**config.mk**
```make
export PLATFORM = sky130hd
export DESIGN_NAME = core_scheduler
export DESIGN_NICKNAME = d
export VERILOG_FILES = /design/src/rtl/gpu_core_pkg.sv /design/src/rtl/core_scheduler.sv
export SDC_FILE = /design/constraint.sdc
export NUM_CORES = 1
export LEC_CHECK = 0
export ABC_AREA = 1
export CORE_MARGIN = 4
export CORE_UTILIZATION = 46
export DETAILED_ROUTE_END_ITERATION = 8
export PLACE_DENSITY = 0.85
export SLEW_MARGIN = 10
export SYNTH_ARGS = -nofsm -noshare
export SYNTH_HDL_FRONTEND = slang
export SYNTH_SLANG_ARGS = --single-unit
```
**constraint.sdc**
```tcl
create_clock -name clk -period 2.55 [get_ports clk]
set_clock_uncertainty 0.15 [all_clocks]
set_input_delay 0.6375 -clock clk [delete_from_list [all_inputs] [get_ports clk]]
set_output_delay 0.6375 -clock clk [all_outputs]
set_load 0.03 [all_outputs]
```
**src/rtl/gpu_core_pkg.sv**
```systemverilog
// Shared encodings for the GPU core control path (scheduler, fetcher, decoder, LSU).
// Latency: n/a (types and constants only).
// Backpressure: n/a.
package gpu_core_pkg;

    // Scheduler state, broadcast to every per-core unit as core_state.
    typedef enum logic [2:0] {
        CORE_IDLE    = 3'b000,
        CORE_FETCH   = 3'b001,
        CORE_DECODE  = 3'b010,
        CORE_REQUEST = 3'b011,
        CORE_WAIT    = 3'b100,
        CORE_EXECUTE = 3'b101,
        CORE_UPDATE  = 3'b110,
        CORE_DONE    = 3'b111
    } core_state_e;

    // Per-thread LSU state.
    localparam logic [1:0] LSU_IDLE       = 2'b00;
    localparam logic [1:0] LSU_REQUESTING = 2'b01;
    localparam logic [1:0] LSU_WAITING    = 2'b10;
    localparam logic [1:0] LSU_DONE       = 2'b11;

    // Fetcher state meaning the instruction word is available.
    localparam logic [2:0] FETCHER_FETCHED = 3'b010;

endpackage

```
**src/rtl/core_scheduler.sv**
```systemverilog
// Per-core instruction sequencer: FETCH, DECODE, REQUEST, WAIT, EXECUTE, UPDATE; owns the PC.
// Latency: 6 cycles per instruction plus fetch wait plus memory wait cycles.
// Backpressure: holds in FETCH until the fetcher reports FETCHED, holds in WAIT while any active LSU is busy.
//
// Ports: clk/reset (sync, active-high); start, thread_count (latched at start);
//        fetcher_state, decoded_ret, lsu_state (packed 2b/lane), next_pc (packed per lane);
//        core_state, current_pc, done, divergence_error (sticky), busy_cycles (saturating).
module core_scheduler
    import gpu_core_pkg::*;
#(
    parameter int THREADS_PER_BLOCK     = 4,
    parameter int PROGRAM_MEM_ADDR_BITS = 8,
    parameter int CYCLE_COUNT_BITS      = 16
) (
    input  logic                                               clk,
    input  logic                                               reset,
    input  logic                                               start,
    input  logic [$clog2(THREADS_PER_BLOCK):0]                 thread_count,
    input  logic [2:0]                                         fetcher_state,
    input  logic                                               decoded_ret,
    input  logic [2*THREADS_PER_BLOCK-1:0]                     lsu_state,
    input  logic [PROGRAM_MEM_ADDR_BITS*THREADS_PER_BLOCK-1:0] next_pc,
    output logic [2:0]                                         core_state,
    output logic [PROGRAM_MEM_ADDR_BITS-1:0]                   current_pc,
    output logic                                               done,
    output logic                                               divergence_error,
    output logic [CYCLE_COUNT_BITS-1:0]                        busy_cycles
);

    localparam int TC_W = $clog2(THREADS_PER_BLOCK) + 1;
    localparam int PW   = PROGRAM_MEM_ADDR_BITS;
    localparam int CW   = CYCLE_COUNT_BITS;

    core_state_e     state_q, state_d;
    logic [PW-1:0]   pc_q, pc_d;
    logic            done_q, done_d;
    logic            div_q, div_d;
    logic [CW-1:0]   busy_q, busy_d;
    logic [TC_W-1:0] tc_q, tc_d;

    logic [THREADS_PER_BLOCK-1:0] active;
    logic [THREADS_PER_BLOCK-1:0] lane_busy;
    logic [THREADS_PER_BLOCK-1:0] lane_diverge;

    // Lane g participates only when it is below the latched thread count.
    // Lanes in IDLE or DONE are not waiting on memory.
    // Lane 0 always matches itself, so no special case is needed for it.
    for (genvar g = 0; g < THREADS_PER_BLOCK; g++) begin : g_lane
        assign active[g]       = (int'(tc_q) > g);
        assign lane_busy[g]    = active[g] &&
                                 ((lsu_state[2*g +: 2] == LSU_REQUESTING) ||
                                  (lsu_state[2*g +: 2] == LSU_WAITING));
        assign lane_diverge[g] = active[g] && (next_pc[g*PW +: PW] != next_pc[PW-1:0]);
    end

    always_comb begin
        state_d = state_q;
        pc_d    = pc_q;
        done_d  = done_q;
        div_d   = div_q;
        busy_d  = busy_q;
        tc_d    = tc_q;

        if ((state_q != CORE_IDLE) && (state_q != CORE_DONE) && (busy_q != '1)) begin
            busy_d = busy_q + CW'(1);
        end

        case (state_q)
            CORE_IDLE: begin
                if (start) begin
                    state_d = CORE_FETCH;
                    // Counts above the lane count would mark nonexistent lanes active.
                    tc_d    = (thread_count > TC_W'(THREADS_PER_BLOCK)) ?
                              TC_W'(THREADS_PER_BLOCK) : thread_count;
                end
            end
            CORE_FETCH: begin
                if (fetcher_state == FETCHER_FETCHED) state_d = CORE_DECODE;
            end
            CORE_DECODE:  state_d = CORE_REQUEST;
            CORE_REQUEST: state_d = CORE_WAIT;
            CORE_WAIT: begin
                if (lane_busy == '0) state_d = CORE_EXECUTE;
            end
            CORE_EXECUTE: state_d = CORE_UPDATE;
            CORE_UPDATE: begin
                if (decoded_ret) begin
                    state_d = CORE_DONE;
                    done_d  = 1'b1;
                end else begin
                    state_d = CORE_FETCH;
                    pc_d    = next_pc[PW-1:0];
                    if (lane_diverge != '0) div_d = 1'b1;
                end
            end
            CORE_DONE: state_d = CORE_DONE;
            default:   state_d = CORE_IDLE;
        endcase
    end

    always_ff @(posedge clk) begin
        if (reset) begin
            state_q <= CORE_IDLE;
            pc_q    <= '0;
            done_q  <= 1'b0;
            div_q   <= 1'b0;
            busy_q  <= '0;
            tc_q    <= '0;
        end else begin
            state_q <= state_d;
            pc_q    <= pc_d;
            done_q  <= done_d;
            div_q   <= div_d;
            busy_q  <= busy_d;
            tc_q    <= tc_d;
        end
    end

    assign core_state       = state_q;
    assign current_pc       = pc_q;
    assign done             = done_q;
    assign divergence_error = div_q;
    assign busy_cycles      = busy_q;

endmodule

```
==> metrics.md, run 1 <==
| Metric | Value |
|---|---|
| Root Driver | `clkbuf_8` |
| Sequential share of the synthesized area | `33.6%` |
| Sink Count | `32` |
| Simple-Gate Fraction of Synth Area | `37.1%` |
| Xor-xnor portion of the synthesized cell area | `under 10%` |
| Fin Setup TNS | `0 ns` |
| Hold path depth | `2` |
| Levels on crit path | `1` |
| Worst Reg2Reg Path Length in Cells | `10` |
| Final worst path period share | `87.7%` |
| GR Util met2 | `around 38%` |
| Vias in the first global route | `1982` |
| Share of layout cells above drive strength 1 | `under 10%` |
| Setup bufs post-CTS | `0` |
| Worst setup SP type | `flop` |
| Post-Synth Adder-Cell Area | `less than 1%` |
| # rows | `23` |
| Synthesis Warnings | `0` |
| Initial DRC count | `110` |
| Vias per cell | `about 4.9` |
| Post-route ant nets | `0` |
| Fill count | `343` |
| Grt ovf | `0` |
| Most frequent cells in the layout | `nand2_1, clkdlybuf4s50_1, nor2_1` |
| Clock Path Buffers | `2` |
| Post-synth top area share | `33.6%` |
| RSZ-0062 raised after global routing | `false` |
| Final setup vio count | `0` |
| Met3 usage | `under 10%` |
| Commonest non-fill, non-tap cell in the layout | `nand2_1` |
| Clock H-tree levels | `2` |
| Core Box Area | `4000 um^2` |
| DIE AREA | `between 5000 and 6000 um^2` |
| Inserted Clock Buffers | `5` |
| Crit. End Element | `output port` |
| LEAKAGE | `0.00112 uW` |
| Complex-gate fraction of the synthesized area | `11.6%` |
| Global-route wire length before repair | `around 8300 um` |
| Main combinational cell family by area after synthesis | `simple AND/OR/NAND/NOR gates` |
| Syn avg cell area | `6.58 um^2` |
| Power Density | `~480 nW/um^2` |
| Largest area contributor in the netlist | `dfxtp_1` |
| Total GRT Usage | `20.1%` |
| Mapped Area | `1910 um^2` |
| Worst IR Drop VDD | `223 uV` |
| Pre-Repair DR Iteration Count | `4` |
| Hold slack | `about 0.3 ns` |
| Post-Syn Nets | `341` |
| Crit path cell chain | `clkdlybuf4s50_1` |
| Worst path max stage delay | `0.72 ns` |
| Synth-to-Final Area Change | `49.2%` |
| Fmax | `0.447 GHz` |
| CP startpoint | `busy_cycles[5]$_SDFFE_PP0P_` |
| Vias | `2080` |
| Max cap viols | `0` |
| Initial antenna violation count | `0` |
| Worst hold path startpoint | `divergence_error$_SDFFE_PP0P_` |
| CP required | `1.76 ns` |
| Cts hold-fix bufs | `0` |
| Slew Viols, Final | `0` |
| Grt peak-use layer | `met2` |
| Actual slew at the worst max-slew pin | `0.557 ns` |
| Chip height | `72.4 um` |
| Slew HR | `between 60% and 70%` |
| Fin crit period | `roughly 2.2 ns` |
| Outcome | `complete, no violations` |
| Post-synthesis mux area share | `0%` |
| Worst-Skew Late Latency | `between 0.2 and 0.3 ns` |
| Hold crit path type | `reg2reg` |
| Fin. Hold Viols | `0` |
| Final Instance Area | `2850 um^2` |
| Post-Synthesis Cells | `290` |
| Initial core utilization | `47.7%` |
| Register bit total from synthesis | `32` |
| Layout Nets | `about 420` |
| Chip width | `72.4 um` |
| Largest net degree at the start of global routing | `22` |
| Worst-path maximum fanout | `7` |
| Num ports | `79` |
| Routed WL per cell | `12.1 um` |
| Slowest stage cell on the critical path | `clkdlybuf4s50_1` |
| CTS tree | `yes` |
| # DRC | `0` |
| Clock transition at path regs | `0.07 ns` |
| CP delay by family, top | `buffers and inverters` |
| PortBufs | `78` |
| # resized after CTS | `0` |
| Worst EP arrival | `1.45 ns` |
| Unique cell type count in the Yosys netlist | `31` |
| WS Path Type | `reg2out` |
| Gp weighted congestion | `0.800` |
| # diodes | `0` |
| Worst Path Buf+Inv | `1` |
| DP Wirelength | `~4100 um` |
| Reg2reg start | `busy_cycles[0]$_SDFFE_PP0P_` |
| Placed Area | `2740 um^2` |
| WL final | `about 5100 um` |
| GR Util met1 | `19.9%` |
| Top post-synthesis cells by area | `dfxtp_1, nand2_1, nor2_1, xnor2_1, inv_1` |
| Final Core Density | `71.1%` |
-- cells by family after synthesis --
family	count (synthesis)
DFF	32
buffers and inverters	40
AOI/OAI and AO/OA	42
xor gates and xnor gates	19
adders and majority gates	1
and+or+nand+nor	156
-- routing by layer --
layer | vias to the layer above | share of wire, %
li1 | 1085 | -
met1 | 920 | 38
met3 | 14 | 5.8
met4 | 0 | 3.6
met2 | 61 | 52
met5 | - | 0
-- power by group --
group / total, uW / internal, uW / switching (uW)
combinational: 340 / 163 / 177
sequential: 542 / 519 / 23.5
clock: 479 / 290 / 189
-- registers in the layout (all words and copies together), names as in the netlist --
signal / flops
busy_cycles: 16
core_state: 3
tc_q: 3
done: 1
divergence_error: 1
current_pc: 8
-- area by class of cell --
type	instances	area (um^2)	area share, %
Multi-Input combinational cell	218	1110	38.9
Timing Repair Buffer	80	796	28.0
Sequential cell	32	641	22.5
Inverter	35	131	4.62
Clock buffer	6	72.6	2.55
Tap cell	50	62.6	2.20
Clock inverter	2	35.0	1.23
-- final timing paths --
path | to | slack [ns]
worst min register to register | divergence_error$_SDFFE_PP0P_ | 0.30
worst min-delay path | divergence_error$_SDFFE_PP0P_ | 0.30
worst max-delay path | busy_cycles[5] | 0.31
worst max register to register | busy_cycles[14]$_SDFFE_PP0P_ | 0.61
-- synthesized netlist by cell type, drive strengths merged --
cell type   n
xor2        4
nand3      15
buf         2
nand2      81
o21bai      1
nor3b       2
o211ai      1
dfxtp      32
a211oi      1
nor3        8
o2111ai     1
or2         2
o21ai      21
a21oi      17
inv        35
nand4       5
nor2       39
clkbuf      3
ha          1
nand3b      2
xnor2      15
and3        2
-- worst reg2reg max path: stages (launching register included) --
cell      delay, ns
dfxtp_1        0.43
ha_1           0.23
nand3_1        0.15
nor3_2         0.17
nand3_2        0.11
nand2_4        0.18
inv_2          0.12
nand3b_1       0.13
nand2_1        0.07
nand2_1        0.05
nor2_1         0.04
-- metrics by stage --
step                power (uW)  setup slack [ns]  std cells
floorplan                  746             0.715        290
global placement           881             0.456        415
detailed placement         893             0.425        415
CTS                       1370             0.300        423
global route              1430             0.241        423
finish                    1360             0.314        423
Power figures use the tool's default switching activity.
==> run 2: changes to the inputs <==
--- a/config.mk
+++ b/config.mk
@@ -6,6 +6,7 @@
 export NUM_CORES = 1
 export LEC_CHECK = 0
 export ABC_AREA = 1
+export CORE_ASPECT_RATIO = 2
 export CORE_MARGIN = 4
 export CORE_UTILIZATION = 46
 export DETAILED_ROUTE_END_ITERATION = 8
@@ -14,3 +15,4 @@
 export SYNTH_ARGS = -nofsm -noshare
 export SYNTH_HDL_FRONTEND = slang
 export SYNTH_SLANG_ARGS = --single-unit
+export TNS_END_PERCENT = 50
==> run 2 against run 1 <==
  * Power is 8.4% lower
  * Largest cell class unchanged
  * Combinational power about the same
  * Sequential share of layout area grew 0.23 points
  * Wire length up 2.5%
  * Final cell count unchanged
  * Via count increased by 0.77%
  * First-iteration DRC count down 65%
==> metrics.md, run 2 (synthesized netlist as in run 1, its figures left out) <==
| Metric | Value |
|---|---|
| Outcome | `complete, no violations` |
| RSZ-0062 raised after global routing | `false` |
| Vias in the first global route | `about 2100` |
| Share of layout cells above drive strength 1 | `under 10%` |
| Root Driver | `clkbuf_8` |
| Most frequent cells in the layout | `nand2_1, clkdlybuf4s50_1, nor2_1` |
| Chip height | `between 90 and 100 um` |
| Worst setup SP type | `flop` |
| CP required | `1.76 ns` |
| # resized after CTS | `0` |
| Vias per cell | `4.96` |
| Grt ovf | `0` |
| Crit path cell chain | `clkdlybuf4s50_1` |
| Slew Viols, Final | `0` |
| FF-to-FF setup slack | `0.62 ns` |
| Fill count | `369` |
| Worst-path maximum fanout | `7` |
| Worst IR Drop VDD | `407 uV` |
| Hold crit path type | `reg2reg` |
| Chip width | `53.5 um` |
| Clock transition at path regs | `roughly 0.060 ns` |
| Worst-Skew Late Latency | `between 0.2 and 0.3 ns` |
| Fin crit period | `2.25 ns` |
| Initial antenna violation count | `0` |
| WS Path Type | `reg2out` |
| Global-route wire length before repair | `roughly 8500 um` |
| Power Density | `443 nW/um^2` |
| Worst EP arrival | `between 1 and 1.5 ns` |
| Num ports | `79` |
| Total GRT Usage | `21.4%` |
| Final setup vio count | `0` |
| # rows | `32` |
| Sink Count | `32` |
| CP delay by family, top | `buffers and inverters` |
| CTS tree | `yes` |
| Fin Setup TNS | `0 ns` |
| Commonest non-fill, non-tap cell in the layout | `nand2_1` |
| Synth-to-Final Area Change | `47.7%` |
| # placed instances | `approximately 420` |
| WL final | `5240 um` |
| Core Box Area | `3920 um^2` |
| Final worst path period share | `88.1%` |
| Gp weighted congestion | `about 0.85` |
| # diodes | `0` |
| Slowest stage cell on the critical path | `clkdlybuf4s50_1` |
| Layout Nets | `roughly 420` |
| Vias | `2096` |
| Fin. Hold Viols | `0` |
| DIE AREA | `5300 um^2` |
| PortBufs | `78` |
| DP Wirelength | `about 4400 um` |
| Worst path max stage delay | `0.72 ns` |
| Storage cell area | `between 600 and 700 um^2` |
| Post-route ant nets | `0` |
| Slew HR | `58.8%` |
| Pre-Repair DR Iteration Count | `4` |
| Clock Path Buffers | `2` |
| Fmax | `around 0.45 GHz` |
| Crit. End Element | `output port` |
| Setup bufs post-CTS | `0` |
| LEAKAGE | `0.00111 uW` |
| Initial DRC count | `39` |
| Post-route insts no fill | `423` |
| Worst Path Buf+Inv | `1` |
| Largest net degree at the start of global routing | `22` |
| Clock H-tree levels | `2` |
| Inserted Clock Buffers | `5` |
| Multi-input gate area in the final layout | `roughly 1100 um^2` |
| Max cap viols | `0` |
| Cts hold-fix bufs | `0` |
| Actual slew at the worst max-slew pin | `0.618 ns` |
| Routed WL per cell | `12.4 um` |
| # DRC | `0` |
| Initial core utilization | `48.6%` |
| Max FFs per register | `16` |
## run 2: changes by cell type in the layout (fill, tap and decap cells not counted), sizes merged
| cell | before | now |
|---|---|---|
| bufinv | 1 | 0 |
## run 2: where the power goes
group / total [uW] / switching, uW / internal (uW)
sequential: 541 / 22.0 / 519
clock: 366 / 181 / 185
combinational: 340 / 178 / 162
## run 2: metrics by stage
step           area, um^2  worst slack [ns]  hold slack (ns)  utilization, %  power, uW
2_1_floorplan        1910             0.715            0.303               -        746
3_3_place_gp         2740             0.425            0.287            69.8        887
3_5_place_dp         2740             0.384            0.293            69.8        895
4_1_cts              2820             0.313            0.303            71.8       1260
5_1_grt              2820             0.263            0.333            71.8       1310
6_report             2820             0.303            0.304            71.8       1250
## run 2: path summary, 6_finish.rpt
| kind | from | endpoint | depth (start not counted) |
|---|---|---|---|
| max reg2reg | busy_cycles[0]$_SDFFE_PP0P_ | busy_cycles[14]$_SDFFE_PP0P_ | 10 |
| max | busy_cycles[5]$_SDFFE_PP0P_ | busy_cycles[5] | 1 |
| min | divergence_error$_SDFFE_PP0P_ | divergence_error$_SDFFE_PP0P_ | 2 |
| min reg2reg | divergence_error$_SDFFE_PP0P_ | divergence_error$_SDFFE_PP0P_ | 2 |
## run 2: final cells by class
class                           instances  share of cell area (%)
Tap cell                               51                    2.27
Clock inverter                          1                   0.178
Sequential cell                        32                    22.7
Clock buffer                            6                    2.58
Multi-Input combinational cell        218                    39.3
Inverter                               35                    4.66
Timing Repair Buffer                   80                    28.3
## run 2: per-layer routing
layer / vias up / GRT usage [%] / part of all wire (%)
li1: 1089 / - / -
met1: 915 / 17.1 / 32
met2: 76 / 44.2 / 59
met3: 16 / 4.39 / 5.6
met4: 0 / 9.25 / 3.3
met5: - / 0 / 0
